## src/rtl/fpu_pkg.sv

```systemverilog
// Shared FP issue definitions: alu_op codes, rounding-mode encodings,
// sequencer state encoding and rounding-mode helpers.
package fpu_pkg;

  localparam logic [4:0] ALU_OP_FADD  = 5'd0;
  localparam logic [4:0] ALU_OP_FSUB  = 5'd1;
  localparam logic [4:0] ALU_OP_FMUL  = 5'd2;
  localparam logic [4:0] ALU_OP_FDIV  = 5'd3;
  localparam logic [4:0] ALU_OP_FSQRT = 5'd4;
  localparam logic [4:0] ALU_OP_FMIN  = 5'd5;
  localparam logic [4:0] ALU_OP_FMAX  = 5'd6;
  localparam logic [4:0] ALU_OP_FEQ   = 5'd7;
  localparam logic [4:0] ALU_OP_FLT   = 5'd8;
  localparam logic [4:0] ALU_OP_FLE   = 5'd9;
  localparam logic [4:0] ALU_OP_CVT   = 5'd20;

  localparam logic [2:0] RM_RNE = 3'b000;
  localparam logic [2:0] RM_RTZ = 3'b001;
  localparam logic [2:0] RM_RDN = 3'b010;
  localparam logic [2:0] RM_RUP = 3'b011;
  localparam logic [2:0] RM_RMM = 3'b100;
  localparam logic [2:0] RM_DYN = 3'b111;

  typedef enum logic [1:0] {
    IDLE = 2'd0,
    EXEC = 2'd1,
    DONE = 2'd2
  } state_t;

  // Encodings 101/110 are reserved and 111 is only meaningful as an
  // instruction field, so a resolved mode above RMM cannot be executed.
  function automatic logic is_legal_rm(input logic [2:0] rm);
    return rm <= RM_RMM;
  endfunction

  function automatic logic [2:0] resolve_rm(input logic [2:0] inst_rm,
                                            input logic [2:0] frm);
    return (inst_rm == RM_DYN) ? frm : inst_rm;
  endfunction

endpackage

```

## src/rtl/fpu_issue_sequencer.sv

```systemverilog
// Single-issue sequencer for the FP ALU / float-to-int datapath: accepts an op,
// holds datapath controls for ALU_LAT cycles, captures and returns the result.
module fpu_issue_sequencer
  import fpu_pkg::*;
#(
  parameter int         ALU_LAT = 2,
  parameter logic [4:0] CVT_OP  = ALU_OP_CVT,
  parameter logic [2:0] FRM_RST = RM_RNE
) (
  input  logic        clk,
  input  logic        rst,
  input  logic        req_valid,
  output logic        req_ready,
  input  logic [4:0]  req_op,
  input  logic [31:0] req_rs1,
  input  logic [31:0] req_rs2,
  input  logic [2:0]  req_rm,
  input  logic        req_unsigned,
  input  logic        frm_we,
  input  logic [2:0]  frm_wdata,
  output logic [2:0]  frm,
  output logic [31:0] dp_read_data1,
  output logic [31:0] dp_read_data2,
  output logic [4:0]  dp_alu_op,
  output logic [2:0]  dp_rm,
  output logic        dp_cvt_en,
  output logic        dp_is_unsigned,
  output logic [31:0] dp_fp_rs1,
  input  logic [31:0] dp_result,
  output logic        rsp_valid,
  input  logic        rsp_ready,
  output logic [31:0] rsp_data,
  output logic        rsp_illegal
);

  localparam int               CNT_W    = $clog2(ALU_LAT + 1);
  localparam logic [CNT_W-1:0] CNT_LAST = CNT_W'(ALU_LAT - 1);

  state_t           state;
  state_t           state_next;
  logic [CNT_W-1:0] cnt;
  logic [2:0]       rm_resolved;
  logic             rm_legal;
  logic             accept;
  logic             exec_last;

  // frm is sampled before any same-edge CSR write lands, so an op accepted
  // alongside a frm write still sees the old mode.
  assign rm_resolved = resolve_rm(req_rm, frm);
  assign rm_legal    = is_legal_rm(rm_resolved);
  assign accept      = req_valid && req_ready;
  assign exec_last   = (state == EXEC) && (cnt == CNT_LAST);

  // NOTE: every register here uses non-blocking assignment so all state
  // updates on an edge see the same pre-edge values, independent of order.
  always_ff @(posedge clk) begin
    if (rst) begin
      state <= IDLE;
    end else begin
      state <= state_next;
    end
  end

  // NOTE: state_next gets a default before the case so no path leaves it
  // unassigned, which would otherwise infer a latch.
  always_comb begin
    state_next = state;
    unique case (state)
      IDLE:    if (accept)    state_next = rm_legal ? EXEC : DONE;
      EXEC:    if (exec_last) state_next = DONE;
      DONE:    if (rsp_ready) state_next = IDLE;
      default:                state_next = IDLE;
    endcase
  end

  // Accepting only in IDLE keeps the response from the previous op intact
  // until it has been consumed.
  always_comb begin
    req_ready = (state == IDLE);
  end

  always_ff @(posedge clk) begin
    if (rst) begin
      cnt <= '0;
    end else if (state == EXEC) begin
      cnt <= exec_last ? '0 : cnt + CNT_W'(1);
    end else begin
      cnt <= '0;
    end
  end

  // Datapath controls load only for legal ops and otherwise hold, so the
  // ALU inputs stay stable for the full latency window.
  always_ff @(posedge clk) begin
    if (rst) begin
      dp_read_data1  <= '0;
      dp_read_data2  <= '0;
      dp_alu_op      <= '0;
      dp_rm          <= '0;
      dp_cvt_en      <= 1'b0;
      dp_is_unsigned <= 1'b0;
      dp_fp_rs1      <= '0;
    end else if (accept && rm_legal) begin
      dp_read_data1  <= req_rs1;
      dp_read_data2  <= req_rs2;
      dp_alu_op      <= req_op;
      dp_rm          <= rm_resolved;
      dp_cvt_en      <= (req_op == CVT_OP);
      dp_is_unsigned <= req_unsigned;
      dp_fp_rs1      <= req_rs1;
    end else if (exec_last) begin
      dp_cvt_en      <= 1'b0;
    end
  end

  always_ff @(posedge clk) begin
    if (rst) begin
      rsp_valid   <= 1'b0;
      rsp_illegal <= 1'b0;
      rsp_data    <= '0;
    end else if (accept && !rm_legal) begin
      rsp_valid   <= 1'b1;
      rsp_illegal <= 1'b1;
      rsp_data    <= '0;
    end else if (exec_last) begin
      rsp_valid   <= 1'b1;
      rsp_data    <= dp_result;
    end else if ((state == DONE) && rsp_ready) begin
      rsp_valid   <= 1'b0;
      rsp_illegal <= 1'b0;
    end
  end

  always_ff @(posedge clk) begin
    if (rst) begin
      frm <= FRM_RST;
    end else if (frm_we) begin
      frm <= frm_wdata;
    end
  end

endmodule

```

## config.mk

```make
export PLATFORM = sky130hd
export DESIGN_NAME = fpu_issue_sequencer
export DESIGN_NICKNAME = d
export VERILOG_FILES = /design/src/rtl/fpu_pkg.sv /design/src/rtl/fpu_issue_sequencer.sv
export SDC_FILE = /design/constraint.sdc
export NUM_CORES = 1
export LEC_CHECK = 0
export ABC_AREA = 1
export ABC_CLOCK_PERIOD_IN_PS = 3700
export CORE_UTILIZATION = 35
export CTS_CLUSTER_SIZE = 10
export DETAILED_ROUTE_END_ITERATION = 12
export MAX_ROUTING_LAYER = met4
export PLACE_DENSITY_LB_ADDON = 0.25
export SETUP_SLACK_MARGIN = 0.3
export SYNTH_ARGS = -nofsm -noshare
export SYNTH_HDL_FRONTEND = slang
export SYNTH_SLANG_ARGS = --single-unit
```

## constraint.sdc

```tcl
create_clock -name clk -period 3.7 [get_ports clk]
set_input_delay 0.74 -clock clk [delete_from_list [all_inputs] [get_ports clk]]
set_output_delay 0.74 -clock clk [all_outputs]
set_load 0.02 [all_outputs]
```

==> results by group, run 1 <==
Min path
  – Hold crit path type: flop to flop

Drt
  – Final wirelength: 13900 microns
  – Via count of the routed design: 4615
  – DRT antenna net count: 0
  – DR iter-0 viols: 284
  – Drc violations: 0
  – Routed WL per cell: 14.6 microns
  – Average vias per placed instance: 4.83
  – TritonRoute pass-1 iters: 4

Floorplan
  – Initial core utilization: 0.363
  – Die Span Y: 117 microns
  – Die ar.: 13800 sq um
  – # IOs: 257
  – Die W: 117 microns
  – Core area: 12800 sq um
  – Row count: 41

STA
  – Fmax: 421 MHz
  – Slew Viols, Final: 0
  – Clock Skews: 0.00637 ns
  – Crit share post-route: 0.642
  – Setup TNS: 0 ns
  – Final setup viols: 0
  – Final Hold Viols: 0
  – Final worst slack: 1.32 ns
  – Worst-Margin Slew: 1.14 ns
  – RSZ-0062 raised after global routing: false
  – Normalized max-slew margin: 0.241
  – Min Tclk post-route: 2.38 ns
  – Worst hold slack: 0.417 ns

Clock network
  – Clock sink total: 115
  – CTS tree: built
  – Clock-pin slew on the worst setup and hold paths: 0.05 ns
  – Hold_buf cts: 0
  – Post_cts resized: 0
  – TritonCTS Buffers: 17
  – Post-CTS Setup Inserts: 0
  – CTS Buffer Depth: 2
  – H-tree depth: 4
  – Skew-Pair Late Insertion Delay: 0.40 ns
  – Clock Root Buffer: clkbuf_16

Placed design
  – DP Cell Count: 927
  – Buffers on Ports: 256
  – Gpl congestion: 0.842
  – Dpl ws: 0.896 ns
  – DPL Wire Length: 9650 microns

Power
  – Reg power frac: 0.384
  – P per Cell Area: 469 nW/um^2
  – Switching Power: 904 uW
  – Worst IR Drop VDD: 0.282 mV
  – Clk pwr share: 0.425
  – Internal power: 2.62 mW
  – Gate power share: 0.191
  – Leak: 2.68 nW
  – Switch share: 0.257

GRT
  – Antenna violations before repair: 1
  – Total congestion overflow: 0
  – Gr usage total: 0.207
  – Global-route wire length before repair: 22000 microns
  – Largest net degree at the start of global routing: 75
  – Vias in the first global route: 4337

Synthesis
  – YS warnings: 0
  – Top FF cell, synth: dfxtp_1
  – Post-synth EDFFs: 0
  – Synth top area cells: dfxtp_1 49%, nand3_1 11%, a21oi_1 11%
  – Most common cell in the netlist: nand2_1
  – Syn Nets: 683
  – Async SR Flop Fraction: 0
  – Area of the mapped netlist: 4660 sq um
  – Syn Inst Count: 569
  – Seq/Total Area, Yosys: 0.494
  – Share of the synthesized area in the top cell type: 0.494
  – Post-synth top area cell: dfxtp_1
  – Post-synth top cells: 121 x nand2_1, 115 x dfxtp_1, 102 x nand3_1
  – Mean Syn Cell Area: 8.19 sq um
  – Netlist cell types: 22
  – Seq cells post-synth: 115

Setup path
  – Worst EP required: 2.96 ns
  – Critical path startpoint category: flop
  – Setup slack, reg-to-reg: 1.71 ns
  – Crit end category: output pin
  – Worst Setup Path Type: flop to output pin
  – CP max FO: 4
  – Arr. time, crit path: 1.64 ns

Layout
  – Final Non-Filler Cells: 956
  – P&R area growth vs syn: 61.2%
  – Share of cells above drive strength 1: 0.0792
  – Core Util, Final: 0.586
  – Post-layout net count: 888

Flow run
  – Max-cap violations: 0

Run status
  – Status: completed
## sequential cells by signal (all words and copies together), names as in the netlist, 2 cells and up
signal	cells
dp_fp_rs1	32
dp_read_data2	32
rsp_data	32
dp_alu_op	5
dp_rm	3
frm	3
cnt	2
state	2
## layer usage
layer  track usage  vias up  wire (microns)
li1              -     2273               -
met1         0.235     2123            5860
met2         0.338      194            6950
met3        0.0598       25             840
met4        0.0925        0             290
met5             -        -               0
## layout by cell type (no fill, tap or decap), types with 2 or more instances in the layout
cell               n
dfxtp_1          115
nand3_1          102
buf_4              7
o21ai_0            3
nand2_2            2
a21oi_2           10
clkinv_2           5
clkdlybuf4s50_1  255
nand2_1          120
a21oi_1          100
nand3_2           10
clkbuf_16         17
nor2_1             6
inv_1             16
clkbuf_8           5
## worst paths after layout
path,start,endpoint,cells past startpoint
max,state[1],req_ready,4
min,cnt[0],cnt[0],1
max reg2reg,state[1],rsp_data[19],8
min reg2reg,cnt[0],cnt[0],1
## power by group through the flow
stage | Sequential, mW | Clock, mW | Combinational [mW]
3_5_place_dp | 1.38 | 0 | 0.676
2_1_floorplan | 1.45 | 0 | 0.308
4_1_cts | 1.35 | 1.55 | 0.678
3_3_place_gp | 1.37 | 0 | 0.668
5_1_grt | 1.36 | 1.61 | 0.719
6_report | 1.35 | 1.50 | 0.674
## logic make-up (layout without fill, tap and decap cells)
| group | count (synthesis) | after routing | share of synthesized area |
|---|---|---|---|
| AOI/OAI and AO/OA | 114 | 114 | 0.131 |
| DFF | 115 | 115 | 0.494 |
| other | 0 | 1 | 0 |
| and+or+nand+nor | 244 | 244 | 0.240 |
| adders and majority gates | 1 | 1 | 0.00268 |
| buffers and inverters | 95 | 309 | 0.132 |
## final cells by class
type	instances	area (sq um)
Timing Repair Buffer	264	2630
Sequential cell	115	2300
Multi-Input combinational cell	359	1750
Fill cell	1121	5310
Inverter	17	63.8
Clock buffer	22	494
Clock inverter	6	55.1
Tap cell	172	215
Antenna cell	1	2.50
## worst max-delay path, cell delays in order, from the launching register on
cell and delay [ns]:
dfxtp_1 0.33, inv_1 0.06, nand2_1 0.10, inv_1 0.08
clkdlybuf4s50_1 0.66
## stage by stage
step,power [mW],cell area [sq um]
final,3.52,7510
after global routing,3.69,7510
after CTS,3.58,7510
after detailed placement,2.05,6960
after global placement,2.04,6960
after floorplan,1.76,4660
(Power assumes the default switching activity.)
==> run 2: changes to the inputs <==
--- a/config.mk
+++ b/config.mk
@@ -6,7 +6,7 @@
 export NUM_CORES = 1
 export LEC_CHECK = 0
 export ABC_AREA = 1
-export ABC_CLOCK_PERIOD_IN_PS = 3700
+export ABC_CLOCK_PERIOD_IN_PS = 2200
 export CORE_UTILIZATION = 35
 export CTS_CLUSTER_SIZE = 10
 export DETAILED_ROUTE_END_ITERATION = 12
==> constraint.sdc (replaced) <==
create_clock -name clk -period 2.2 [get_ports clk]
set_input_delay 0.44 -clock clk [delete_from_list [all_inputs] [get_ports clk]]
set_output_delay 0.44 -clock clk [all_outputs]
set_load 0.02 [all_outputs]
==> run 2 against run 1 <==
Die area did not move. Clock skew fell by 0.00060 ns. Design area up 1.5%. Total power up 74%. Setup slack lost 0.97 ns. Critical endpoint is now dp_fp_rs1[31]. First-iteration DRC count up 7.7%. Clock power is 80% higher. Critical path depth fell by 3. Register-to-register slack lost 1.0 ns. Worst hold slack better by 0.0023 ns. Combinational power up 71%. Sequential share of layout area shrank 0.46 points.
==> results by group, run 2 (same netlist as run 1, synthesis figures left out) <==
GRT
  – Antenna violations before repair: 0 (-1)
  – Gr usage total: 0.214 (+0.00713)
  – Global-route wire length before repair: 22800 microns (+3.8%)
  – Total congestion overflow: 0 (unchanged)
  – Largest net degree at the start of global routing: 64 (-15%)
  – Vias in the first global route: 4488 (+3.5%)

Floorplan
  – # IOs: 257 (unchanged)
  – Die W: 117 microns (unchanged)
  – Core area: 12800 sq um (unchanged)
  – Die ar.: 13800 sq um (unchanged)
  – Row count: 41 (unchanged)
  – Die Span Y: 117 microns (unchanged)
  – Initial core utilization: 0.363 (unchanged)

Setup path
  – Critical path startpoint category: flop
  – CP delay by family, top: buffers and inverters
  – Arr. time, crit path: 1.40 ns (-0.24 ns)
  – FF-to-FF End: rsp_data[8]
  – Crit path cell chain: clkdlybuf4s50_1
  – Worst Setup Path Type: flop to output pin
  – Setup slack, reg-to-reg: 0.71 ns (-1.00 ns)
  – Crit-path max cell delay: 0.63 ns (-0.03 ns)
  – Buffers & Inverters on Critical Path: 1 (-2)
  – CP max FO: 3 (-1)
  – Worst path slowest cell: clkdlybuf4s50_1
  – Crit end category: output pin
  – Reg2Reg Depth: 7 (-1)
  – Reg-to-Reg Start: state[1]
  – Worst EP required: 1.76 ns (-1.20 ns)

Clock network
  – Clock Root Buffer: clkbuf_16
  – Skew-Pair Late Insertion Delay: 0.41 ns (about the same)
  – Clock-pin slew on the worst setup and hold paths: 0.05 ns (about the same)
  – H-tree depth: 4 (unchanged)
  – CTS tree: built
  – CTS Buffer Depth: 2 (unchanged)
  – TritonCTS Buffers: 17 (unchanged)
  – Clock sink total: 115 (unchanged)

Drt
  – Routed WL per cell: 14.6 microns (about the same)
  – DRT antenna net count: 0 (unchanged)
  – Average vias per placed instance: 4.82 (-0.11%)
  – DR iter-0 viols: 306 (+7.7%)
  – Drc violations: 0 (unchanged)
  – TritonRoute pass-1 iters: 6 (+2)
  – Final wirelength: 14100 microns (+1.1%)
  – Via count of the routed design: 4658 (+0.93%)

STA
  – Crit share post-route: 0.838
  – Fmax: 542 MHz
  – Final Hold Viols: 0 (unchanged)
  – Clock Skews: 0.00578 ns (-0.000598 ns)
  – Final worst slack: 0.356 ns (-0.969 ns)
  – Setup TNS: 0 ns (unchanged)
  – RSZ-0062 raised after global routing: false
  – Final setup viols: 0 (unchanged)
  – Normalized max-slew margin: 0.627 (+0.386)
  – Min Tclk post-route: 1.84 ns
  – Slew Viols, Final: 0 (unchanged)
  – Worst-Margin Slew: 0.560 ns (-0.577 ns)

Layout
  – Share of cells above drive strength 1: 0.0894 (+0.0102)
  – Ant. Diodes: 0 (-1)
  – Largest regs: dp_fp_rs1: 32 flops, dp_read_data2: 32 flops, rsp_data: 32 flops
  – Post-layout net count: 895 (+0.79%)
  – Most frequent cells in the layout: 250 x clkdlybuf4s50_1, 120 x nand2_1, 115 x dfxtp_1
  – P&R area growth vs syn: 63.7%
  – Most common cell after layout, fill and taps aside: clkdlybuf4s50_1
  – FILL cells: 1145 (+2.1%)

Power
  – Clk pwr share: 0.441 (+0.016)
  – Reg power frac: 0.371 (-0.013)
  – Gate power share: 0.188 (-0.003)
  – Internal power: 4.55 mW (+74%)
  – Switching Power: 1.57 mW (+74%)
  – Switch share: 0.257 (about the same)
  – Leak: 2.80 nW (+4.1%)
  – P per Cell Area: 802 nW/um^2 (+71%)
  – Worst IR Drop VDD: 0.459 mV (+63%)

Placed design
  – Dpl ws: 0.179 ns (-0.717 ns)
  – Gpl congestion: 0.794 (-5.7%)
  – Buffers on Ports: 256 (unchanged)
  – DPL Wire Length: 10100 microns (+4.4%)

Min path
  – Hold crit path type: flop to flop
  – Depth of the worst hold-timing path: 1 (unchanged)
  – Hold Crit Start: cnt[0]
  – Hold EP: cnt[0]

Run status
  – Status: completed

Flow run
  – Max-cap violations: 0 (unchanged)
==> run 2: power groups by stage <==
stage                     combinational (mW)  sequential, mW  clock (mW)
after floorplan                        0.519            2.43           0
after global placement                  1.15            2.31           0
after detailed placement                1.16            2.31           0
after CTS                               1.16            2.27        2.76
after global routing                    1.24            2.28        2.87
final                                   1.15            2.27        2.70
==> run 2: per-layer routing <==
layer | up-vias | GRT usage | share of wire | wire length [microns]
met5 | - | - | 0 | 0
met3 | 27 | 0.0540 | 0.060 | 847
met1 | 2133 | 0.248 | 0.42 | 5940
met2 | 205 | 0.348 | 0.49 | 6930
li1 | 2293 | - | - | -
met4 | 0 | 0.0990 | 0.026 | 373
==> run 2: timing repair <==
item	in CTS	in global routing
gates resized for setup	2	3
endpoints found under the setup margin	3	3
hold buffers	0	0
pin swaps	0	0
setup buffers	0	0
==> run 2: final cells by class <==
class | count | area [sq um] | area share
flip-flops and latches | 115 | 2300 | 0.302
well taps | 172 | 215 | 0.0282
repair buffers | 271 | 2710 | 0.356
clock inverters | 12 | 138 | 0.0180
inverters | 17 | 63.8 | 0.00837
multi-input cells | 359 | 1750 | 0.229
clock buffers | 20 | 447 | 0.0586
==> run 2: how the worst max path moves through the flow <==
stage | from | slack (ns) | end | depth (start not counted)
floorplan | frm[1] | 0.85 | dp_fp_rs1[8] | 10
global placement | req_valid | 0.24 | rsp_data[7] | 7
detailed placement | req_rm[1] | 0.18 | dp_fp_rs1[22] | 7
CTS | dp_fp_rs1[0] | 0.30 | dp_read_data1[0] | 1
global route | dp_fp_rs1[31] | 0.30 | dp_fp_rs1[31] | 1
finish | dp_fp_rs1[31] | 0.36 | dp_fp_rs1[31] | 1
==> run 2: per-stage QoR <==
step	std cells	power [mW]	instance area [sq um]	hold slack (ns)	util
4_1_cts	966	6.20	7620	0.409	0.594
2_1_floorplan	569	2.95	4660	0.397	-
3_3_place_gp	934	3.46	7040	0.406	0.549
6_report	966	6.12	7630	0.419	0.595
5_1_grt	966	6.39	7630	0.455	0.595
3_5_place_dp	934	3.48	7040	0.412	0.549
